--- config.mk ---
export PLATFORM = sky130hd
export DESIGN_NAME = mem_stage_ctrl_flat
export DESIGN_NICKNAME = d
export VERILOG_FILES = /design/src/rtl/mem_stage_ctrl_if.sv /design/src/rtl/mem_stage_ctrl.sv /design/src/flat_wrapper.sv
export SDC_FILE = /design/constraint.sdc
export NUM_CORES = 1
export LEC_CHECK = 0
export BUFFER_PORTS_ARGS = -buffer_cell sky130_fd_sc_hd__buf_4
export CORE_AREA = 2 2 136 138
export CTS_CLUSTER_SIZE = 16
export DETAILED_ROUTE_END_ITERATION = 8
export DIE_AREA = 0 0 138 140
export SETUP_SLACK_MARGIN = 0.1
export SYNTH_ARGS = -nofsm -noshare
export SYNTH_HDL_FRONTEND = slang
export SYNTH_SLANG_ARGS = --single-unit
--- constraint.sdc ---
create_clock -name clk -period 3.04 [get_ports clk]
set_input_delay 0.456 -clock clk [delete_from_list [all_inputs] [get_ports clk]]
set_output_delay 0.456 -clock clk [all_outputs]
set_load 0.02 [all_outputs]
--- src/rtl/mem_stage_ctrl_if.sv ---
// Bundle of EX/MEM inputs, data-memory req/ack port, stall/branch outputs and MEM/WB register.
// The master modport is the MEM-stage controller; the slave modport is the surrounding pipe/memory.
interface mem_stage_ctrl_if #(
  parameter int unsigned DATA_W = 32,
  parameter int unsigned DST_W  = 5
);
  logic [DATA_W-1:0] ext_pc;
  logic [DATA_W-1:0] aluresult;
  logic              zero;
  logic [DATA_W-1:0] rt;
  logic [DST_W-1:0]  swdst;
  logic              branch;
  logic              memread;
  logic              memwrite;
  logic              regwrite;
  logic [1:0]        memtoreg;

  logic              dm_req;
  logic              dm_we;
  logic [DATA_W-1:0] dm_addr;
  logic [DATA_W-1:0] dm_wdata;
  logic              dm_ack;
  logic [DATA_W-1:0] dm_rdata;

  logic              mem_stall;
  logic              pcsrc;
  logic [DATA_W-1:0] branch_target;

  logic              wb_regwrite;
  logic [1:0]        wb_memtoreg;
  logic [DST_W-1:0]  wb_dst;
  logic [DATA_W-1:0] wb_aluresult;
  logic [DATA_W-1:0] wb_memdata;
  logic [DATA_W-1:0] wb_pc;
  logic              dm_err;

  modport master (
    input  ext_pc, aluresult, zero, rt, swdst, branch, memread, memwrite, regwrite, memtoreg,
    input  dm_ack, dm_rdata,
    output dm_req, dm_we, dm_addr, dm_wdata,
    output mem_stall, pcsrc, branch_target,
    output wb_regwrite, wb_memtoreg, wb_dst, wb_aluresult, wb_memdata, wb_pc, dm_err
  );

  modport slave (
    output ext_pc, aluresult, zero, rt, swdst, branch, memread, memwrite, regwrite, memtoreg,
    output dm_ack, dm_rdata,
    input  dm_req, dm_we, dm_addr, dm_wdata,
    input  mem_stall, pcsrc, branch_target,
    input  wb_regwrite, wb_memtoreg, wb_dst, wb_aluresult, wb_memdata, wb_pc, dm_err
  );
endinterface

--- src/rtl/mem_stage_ctrl.sv ---
// MEM-stage controller: req/ack data-memory FSM, stall generation, branch resolve, MEM/WB register.
// Optional macro MEM_TIMEOUT_EN adds a BUSY timeout that aborts the access and sets sticky dm_err.
module mem_stage_ctrl #(
  parameter int unsigned DATA_W  = 32,
  parameter int unsigned DST_W   = 5,
  parameter int unsigned TIMEOUT = 16
) (
  input  logic            clk,
  input  logic            rst,
  mem_stage_ctrl_if.master bus
);

  if (TIMEOUT < 2) begin : g_bad_timeout
    $error("TIMEOUT must be >= 2");
  end

  typedef enum logic {
    IDLE = 1'b0,
    BUSY = 1'b1
  } state_t;

  state_t r_state;
  state_t w_state_nxt;

  logic w_acc;
  logic w_req;
  logic w_ack;
  logic w_abort;
  logic w_stall;
  logic w_rd_ack;

  logic              r_wb_regwrite;
  logic [1:0]        r_wb_memtoreg;
  logic [DST_W-1:0]  r_wb_dst;
  logic [DATA_W-1:0] r_wb_aluresult;
  logic [DATA_W-1:0] r_wb_memdata;
  logic [DATA_W-1:0] r_wb_pc;

  assign w_acc = bus.memread | bus.memwrite;

`ifdef MEM_TIMEOUT_EN
  localparam int unsigned CNT_W = $clog2(TIMEOUT);

  logic [CNT_W-1:0] r_cnt;
  logic             r_err;

  // Terminal BUSY cycle without ack: release stall now, drop request from the next cycle.
  assign w_abort = (r_state == BUSY) && (r_cnt == CNT_W'(TIMEOUT - 1)) && !bus.dm_ack;

  always_ff @(posedge clk or posedge rst) begin
    if (rst) begin
      r_cnt <= '0;
      r_err <= 1'b0;
    end else begin
      r_cnt <= (r_state == IDLE) ? '0 : r_cnt + CNT_W'(1);
      if (w_abort) r_err <= 1'b1;
    end
  end

  assign bus.dm_err = r_err;
`else
  assign w_abort    = 1'b0;
  assign bus.dm_err = 1'b0;
`endif

  always_ff @(posedge clk or posedge rst) begin
    if (rst) r_state <= IDLE;
    else     r_state <= w_state_nxt;
  end

  always_comb begin
    w_state_nxt = r_state;
    w_req       = 1'b0;
    case (r_state)
      IDLE: begin
        w_req = w_acc;
        if (w_acc && !bus.dm_ack) w_state_nxt = BUSY;
      end
      BUSY: begin
        w_req = 1'b1;
        if (bus.dm_ack || w_abort) w_state_nxt = IDLE;
      end
      default: w_state_nxt = IDLE;
    endcase
    // Request must vanish the moment reset is asserted, not at the next edge.
    if (rst) w_req = 1'b0;
  end

  assign w_ack    = w_req & bus.dm_ack;
  assign w_stall  = w_req & ~bus.dm_ack & ~w_abort;
  assign w_rd_ack = w_ack & bus.memread & ~bus.memwrite;

  // MEM/WB register: bubble on stall or abort, otherwise capture the retiring instruction.
  always_ff @(posedge clk or posedge rst) begin
    if (rst) begin
      r_wb_regwrite  <= 1'b0;
      r_wb_memtoreg  <= '0;
      r_wb_dst       <= '0;
      r_wb_aluresult <= '0;
      r_wb_memdata   <= '0;
      r_wb_pc        <= '0;
    end else if (w_stall || w_abort) begin
      r_wb_regwrite  <= 1'b0;
      r_wb_memtoreg  <= '0;
      r_wb_dst       <= '0;
      r_wb_aluresult <= '0;
      r_wb_memdata   <= '0;
      r_wb_pc        <= '0;
    end else begin
      r_wb_regwrite  <= bus.regwrite;
      r_wb_memtoreg  <= bus.memtoreg;
      r_wb_dst       <= bus.swdst;
      r_wb_aluresult <= bus.aluresult;
      r_wb_memdata   <= w_rd_ack ? bus.dm_rdata : '0;
      r_wb_pc        <= bus.ext_pc;
    end
  end

  assign bus.dm_req        = w_req;
  assign bus.dm_we         = bus.memwrite;
  assign bus.dm_addr       = bus.aluresult;
  assign bus.dm_wdata      = bus.rt;
  assign bus.mem_stall     = w_stall;
  assign bus.pcsrc         = bus.branch & bus.zero;
  assign bus.branch_target = bus.ext_pc;

  assign bus.wb_regwrite   = r_wb_regwrite;
  assign bus.wb_memtoreg   = r_wb_memtoreg;
  assign bus.wb_dst        = r_wb_dst;
  assign bus.wb_aluresult  = r_wb_aluresult;
  assign bus.wb_memdata    = r_wb_memdata;
  assign bus.wb_pc         = r_wb_pc;

endmodule

--- src/flat_wrapper.sv ---
// flat-port wrapper written by rule: the top's interface ports become plain ports
module mem_stage_ctrl_flat 
#(
  parameter int unsigned DATA_W  = 32,
  parameter int unsigned DST_W   = 5,
  parameter int unsigned TIMEOUT = 16
)
  (clk, rst, bus_ext_pc, bus_aluresult, bus_zero, bus_rt, bus_swdst, bus_branch, bus_memread, bus_memwrite, bus_regwrite, bus_memtoreg, bus_dm_ack, bus_dm_rdata, bus_dm_req, bus_dm_we, bus_dm_addr, bus_dm_wdata, bus_mem_stall, bus_pcsrc, bus_branch_target, bus_wb_regwrite, bus_wb_memtoreg, bus_wb_dst, bus_wb_aluresult, bus_wb_memdata, bus_wb_pc, bus_dm_err);
  mem_stage_ctrl_if #(.DATA_W(DATA_W), .DST_W(DST_W)) bus_i ();
  input  logic clk;
  input  logic rst;
  input wire logic [$bits(bus_i.ext_pc)-1:0] bus_ext_pc;
  input wire logic [$bits(bus_i.aluresult)-1:0] bus_aluresult;
  input wire logic [$bits(bus_i.zero)-1:0] bus_zero;
  input wire logic [$bits(bus_i.rt)-1:0] bus_rt;
  input wire logic [$bits(bus_i.swdst)-1:0] bus_swdst;
  input wire logic [$bits(bus_i.branch)-1:0] bus_branch;
  input wire logic [$bits(bus_i.memread)-1:0] bus_memread;
  input wire logic [$bits(bus_i.memwrite)-1:0] bus_memwrite;
  input wire logic [$bits(bus_i.regwrite)-1:0] bus_regwrite;
  input wire logic [$bits(bus_i.memtoreg)-1:0] bus_memtoreg;
  input wire logic [$bits(bus_i.dm_ack)-1:0] bus_dm_ack;
  input wire logic [$bits(bus_i.dm_rdata)-1:0] bus_dm_rdata;
  output wire logic [$bits(bus_i.dm_req)-1:0] bus_dm_req;
  output wire logic [$bits(bus_i.dm_we)-1:0] bus_dm_we;
  output wire logic [$bits(bus_i.dm_addr)-1:0] bus_dm_addr;
  output wire logic [$bits(bus_i.dm_wdata)-1:0] bus_dm_wdata;
  output wire logic [$bits(bus_i.mem_stall)-1:0] bus_mem_stall;
  output wire logic [$bits(bus_i.pcsrc)-1:0] bus_pcsrc;
  output wire logic [$bits(bus_i.branch_target)-1:0] bus_branch_target;
  output wire logic [$bits(bus_i.wb_regwrite)-1:0] bus_wb_regwrite;
  output wire logic [$bits(bus_i.wb_memtoreg)-1:0] bus_wb_memtoreg;
  output wire logic [$bits(bus_i.wb_dst)-1:0] bus_wb_dst;
  output wire logic [$bits(bus_i.wb_aluresult)-1:0] bus_wb_aluresult;
  output wire logic [$bits(bus_i.wb_memdata)-1:0] bus_wb_memdata;
  output wire logic [$bits(bus_i.wb_pc)-1:0] bus_wb_pc;
  output wire logic [$bits(bus_i.dm_err)-1:0] bus_dm_err;
  assign bus_i.ext_pc = bus_ext_pc;
  assign bus_i.aluresult = bus_aluresult;
  assign bus_i.zero = bus_zero;
  assign bus_i.rt = bus_rt;
  assign bus_i.swdst = bus_swdst;
  assign bus_i.branch = bus_branch;
  assign bus_i.memread = bus_memread;
  assign bus_i.memwrite = bus_memwrite;
  assign bus_i.regwrite = bus_regwrite;
  assign bus_i.memtoreg = bus_memtoreg;
  assign bus_i.dm_ack = bus_dm_ack;
  assign bus_i.dm_rdata = bus_dm_rdata;
  assign bus_dm_req = bus_i.dm_req;
  assign bus_dm_we = bus_i.dm_we;
  assign bus_dm_addr = bus_i.dm_addr;
  assign bus_dm_wdata = bus_i.dm_wdata;
  assign bus_mem_stall = bus_i.mem_stall;
  assign bus_pcsrc = bus_i.pcsrc;
  assign bus_branch_target = bus_i.branch_target;
  assign bus_wb_regwrite = bus_i.wb_regwrite;
  assign bus_wb_memtoreg = bus_i.wb_memtoreg;
  assign bus_wb_dst = bus_i.wb_dst;
  assign bus_wb_aluresult = bus_i.wb_aluresult;
  assign bus_wb_memdata = bus_i.wb_memdata;
  assign bus_wb_pc = bus_i.wb_pc;
  assign bus_dm_err = bus_i.dm_err;
  mem_stage_ctrl #(.DATA_W(DATA_W), .DST_W(DST_W), .TIMEOUT(TIMEOUT)) u_core (.clk(clk), .rst(rst), .bus(bus_i));
endmodule
After elaboration in Yosys (flattened, before gate mapping)
Cells that the tools add are included.
- word-level logic and storage cells: 30
- output and inout port bits: 205
- ROM bits: 0
- input bits: 143
- RAM bits: 0
- memories: 0
- register bits: 105
- latch bits: 0
- div/mod/pow operators: 0
- mux-type cells: 12
- reduce and logical (&&, ||, !) cells: 2
- $mul: 0
- bitwise gates (word level): 9
- shifts and indexed selects: 0
- $add $sub $neg: 0
- equality and inequality tests: 0
- order comparisons: 0
- operator list (cell ; number):
    32-bit two-way mux ; 4
    1-bit AND ; 5
    5-bit two-way mux ; 1
    1-bit two-way mux ; 4
    1-bit case mux with 2 select lines ; 2
    1-bit inverter ; 3
    2-bit two-way mux ; 1
    1-bit logical AND ; 1
    1-bit zero test ; 1
    1-bit OR ; 1

Depth between registers and ports, before layout
- word-level depth: 8
- gate-level depth with buffers: 4
- depth with buffers taken out: 2

Worst setup path before layout
Ideal clock, no wire load.
- path type: input-to-output
- from: input bus_memread
- to: output bus_mem_stall
- path slack: 1.619 ns
- data arrival time: 0.965 ns
- buffers on the path: 0
- stages on the path: 2
- path through: nor3_1 nor3_1
- word-level cells in the longest chain between the ends: 4
- RTL lines (element ; RTL line ; text):
    start, declared ; flat_wrapper.sv:18 ; input wire logic [$bits(bus_i.memread)-1:0] bus_memread;
    1-bit OR ; mem_stage_ctrl.sv:39 ; assign w_acc = bus.memread | bus.memwrite;
    1-bit case mux with 2 select lines ; mem_stage_ctrl.sv:74 ; case (r_state)
    1-bit two-way mux ; mem_stage_ctrl.sv:86 ; if (rst) w_req = 1'b0;
    1-bit AND ; mem_stage_ctrl.sv:90 ; assign w_stall = w_req & ~bus.dm_ack & ~w_abort;
    end, declared ; flat_wrapper.sv:28 ; output wire logic [$bits(bus_i.mem_stall)-1:0] bus_mem_stall;
No other way between the ends.

Worst setup path in the final report
- from: register u_core.r_state
- to: output bus_mem_stall
- word-level cells in the longest chain between the ends: 4
- RTL lines (element ; RTL line ; text):
    start, declared ; mem_stage_ctrl.sv:22 ; state_t r_state;
    start signal, assigned ; mem_stage_ctrl.sv:68 ; else r_state <= w_state_nxt;
    1-bit inverter ; mem_stage_ctrl.sv:74 ;
    1-bit case mux with 2 select lines * ; mem_stage_ctrl.sv:74 ;
    1-bit two-way mux * ; mem_stage_ctrl.sv:86 ;
    1-bit AND * ; mem_stage_ctrl.sv:90 ;
Mark *: on every way between the ends. The rest lies on a longest branch, timed or not.

==> flow_metrics.tcl <==
set metrics [dict create \
    drive_gt1_share_pct 59.5 \
    syn_inst 335 \
    drc 0 \
    cp-start-kind "flop" \
    finalWirelength_um 12400 \
    grtUsageTotal_pct 12.5 \
    hold_buffers 0 \
    finalInstanceArea_um2 6180 \
    ir_drop_mv 0.246 \
    yosys.area.top_type "dfrtp_1" \
    initial_core_util_pct 24.2 \
    cts_max_level 3 \
    critical-path-slowest-cell "dfrtp_1" \
    synth_adder_area_share_pct 0 \
    clock_sinks 105 \
    netlist_area_um2 4300 \
    crit_path_max_incr_delay_ns 0.38 \
    worst_slack_ns 1.30 \
    fin_worst_skew_ns 0.0110 \
    arrival_ns 1.29 \
    setup_viol 0 \
    critPathKind "reg2out" \
    r2r_end "u_core.bus.wb_memtoreg[1]" \
    grt_pass1_vias 3110 \
    fin_setup_tns_ns 0 \
    viasPerCell 3.98 \
    cts_tree "yes" \
    finalCriticalPeriod_ns 1.74 \
    rr_worst_depth 3 \
    avgSynthCellArea_um2 12.8 \
    nets 659 \
    clockBufferDepth 2 \
    seq_area_frac_synth_pct 61.1 \
    drv_slew 0 \
    r2r_setup_slack_ns 1.42 \
    synth_cell_types 15 \
    core_area_um2 17800 \
    pre_cts_ws_ns 1.25 \
    yosys-top-cells-area "dfrtp_1 61%, buf_4 17%, a21boi_1 12%" \
    synth_xor_area_share_pct 0 \
    path_cells "nor3_1 -> nor3_1 -> buf_4" \
    clock_latency_ns 0.35 \
    synthMuxAreaShare_pct 0 \
    timing.rr.start "u_core.r_state" \
    drt_first_iter_violations 52 \
    cts_setup_buffers 0 \
    critPathMaxFanout 3 \
    cts_resized 0 \
    first_pass_iters 4 \
    wl_per_cell_um 16.6 \
    rsz0062_at_grt "false" \
    drtAntennaViolNets 0 \
    max_cap_violations 0 \
    grt_max_degree 104 \
    required_ns 2.58 \
    dr_total_vias 2982 \
    min-delay-path-class "in2async" \
    synth_seq_cells 105 \
    synth-simple-area-share_pct 5.79 \
    crit_path_frequent_cell "nor3_1" \
    path_clk_slew_ns 0.07 \
    total_leakage_power_uw 0.00322 \
    antennaDiodeCount 0 \
    io_buffer_count 282 \
    grt_antenna_before_repair 0 \
    end_kind "primary output" \
    cts-root-buf "clkbuf_16" \
    dieWidth_um 138 \
    status "completed" \
    finalWeightedCongestion 0.822 \
    tightestPinTransition_ns 0.796 \
    final.period_utilization_pct 57.3 \
    grt_overflow 0 \
    die_height_um 140 \
    synth_top_family_by_area "buffers and inverters" \
    num_rows 49 \
    cts_buffers 9 \
    fmax_mhz 574 \
    slew_headroom_pct 46.9 \
    hold_viol_final 0 \
    placed_area_um2 5900 \
    netlist.area_leader.share_pct 61.1 \
    io_pins 348 \
    dieArea_um2 19300 \
    synth_compound_area_share_pct 12.9 \
    syn_nets 478 \
    area_growth_syn_to_layout_pct 43.7 \
    grt_pass1_wl_um 18400 \
    yosysWarnings 0 \
    dp_hpwl_um 9430 \
    pwr_density_cell_nw_per_um2 520 \
]
-- state kept, by name, summed over array words and instances, names as in the netlist --
register and flops:
u_core.bus.wb_pc 32, u_core.bus.wb_regwrite 1, u_core.r_state 1, u_core.bus.wb_memtoreg 2, u_core.bus.wb_dst 5, u_core.bus.wb_memdata 32, u_core.bus.wb_aluresult 32
-- logic make-up (layout without fill, tap and decap cells) --
group                  after synthesis  after routing
other                                1              1
AND/OR/NAND/NOR                     40             40
flip-flops                         105            105
buffers and inverters              117            303
AO/OA/AOI/OAI                       72             72
-- routing by layer --
layer / vias up / global-route usage (%) / wire (um) / share of wire, %
met5: - / 0 / 0 / 0
met4: 0 / 9.02 / 649 / 5.2
met3: 47 / 3.18 / 920 / 7.4
met2: 168 / 22.0 / 6450 / 52
met1: 1431 / 12.9 / 4400 / 35
li1: 1336 / - / - / -
-- cell usage in the layout, fill, tap and decap left out --
cell type and instances:
a21boi_0 2, a21boi_1 66, a21boi_2 4, and2_1 33, and4bb_2 1, buf_12 1
buf_4 285, clkbuf_16 9, clkbuf_8 1, clkinv_2 1, clkinv_4 1, clkinvlp_4 2
conb_1 1, dfrtp_1 105, inv_6 3, nor2_1 2, nor2_4 1, nor3_1 2
or3_2 1
-- cell type report --
| class | count | area [um2] |
|---|---|---|
| sequential | 105 | 2630 |
| clock inverter | 6 | 47.5 |
| multi-input combinational | 113 | 815 |
| fill | 1796 | 11600 |
| inverter | 1 | 7.51 |
| clock buffer | 10 | 239 |
| timing repair buffer | 286 | 2160 |
| tap | 229 | 287 |
-- stage by stage --
step / util (%) / cells / total power (uW) / hold slack, ns
after floorplan: - / 335 / 1910 / 0.487
after global placement: 33.2 / 734 / 2120 / 0.386
after detailed placement: 33.2 / 734 / 2130 / 0.386
after CTS: 34.8 / 750 / 3260 / 0.00452
after global routing: 34.8 / 750 / 3360 / 0.00636
final: 34.8 / 750 / 3210 / 0.0178
-- how the worst max path moves through the flow --
stage,startpoint,to,cells after the start
6_report,u_core.r_state,bus_mem_stall,3
5_1_grt,u_core.r_state,bus_mem_stall,3
4_1_cts,u_core.r_state,bus_mem_stall,3
3_3_place_gp,bus_memread,u_core.bus.wb_regwrite,4
2_1_floorplan,rst,u_core.bus.wb_aluresult[0],1
3_5_place_dp,bus_memread,u_core.bus.wb_memtoreg[1],4
-- worst max-delay path: cells and delay by family, from the launching register on --
family | cells | cell delay (ns)
flip-flops | 1 | 0.38
AND/OR/NAND/NOR | 2 | 0.39
buffers and inverters | 1 | 0.17
-- synth_stat cells --
master and number:
buf_6 8, a21boi_1 66, nor2_1 2, a21boi_0 2
clkbuf_1 10, inv_1 1, a21boi_2 4, nor2_2 1
and2_1 33, buf_4 98, nor3_1 2, dfrtp_1 105
or3_1 1, and4bb_2 1, conb_1 1
-- power by group --
| part | leakage, uW | switching (uW) | internal, uW |
|---|---|---|---|
| clock | 0.000140 | 531 | 587 |
| combinational | 0.00174 | 325 | 281 |
| sequential | 0.00133 | 21.1 | 1470 |
Power figures use the tool's default switching activity.
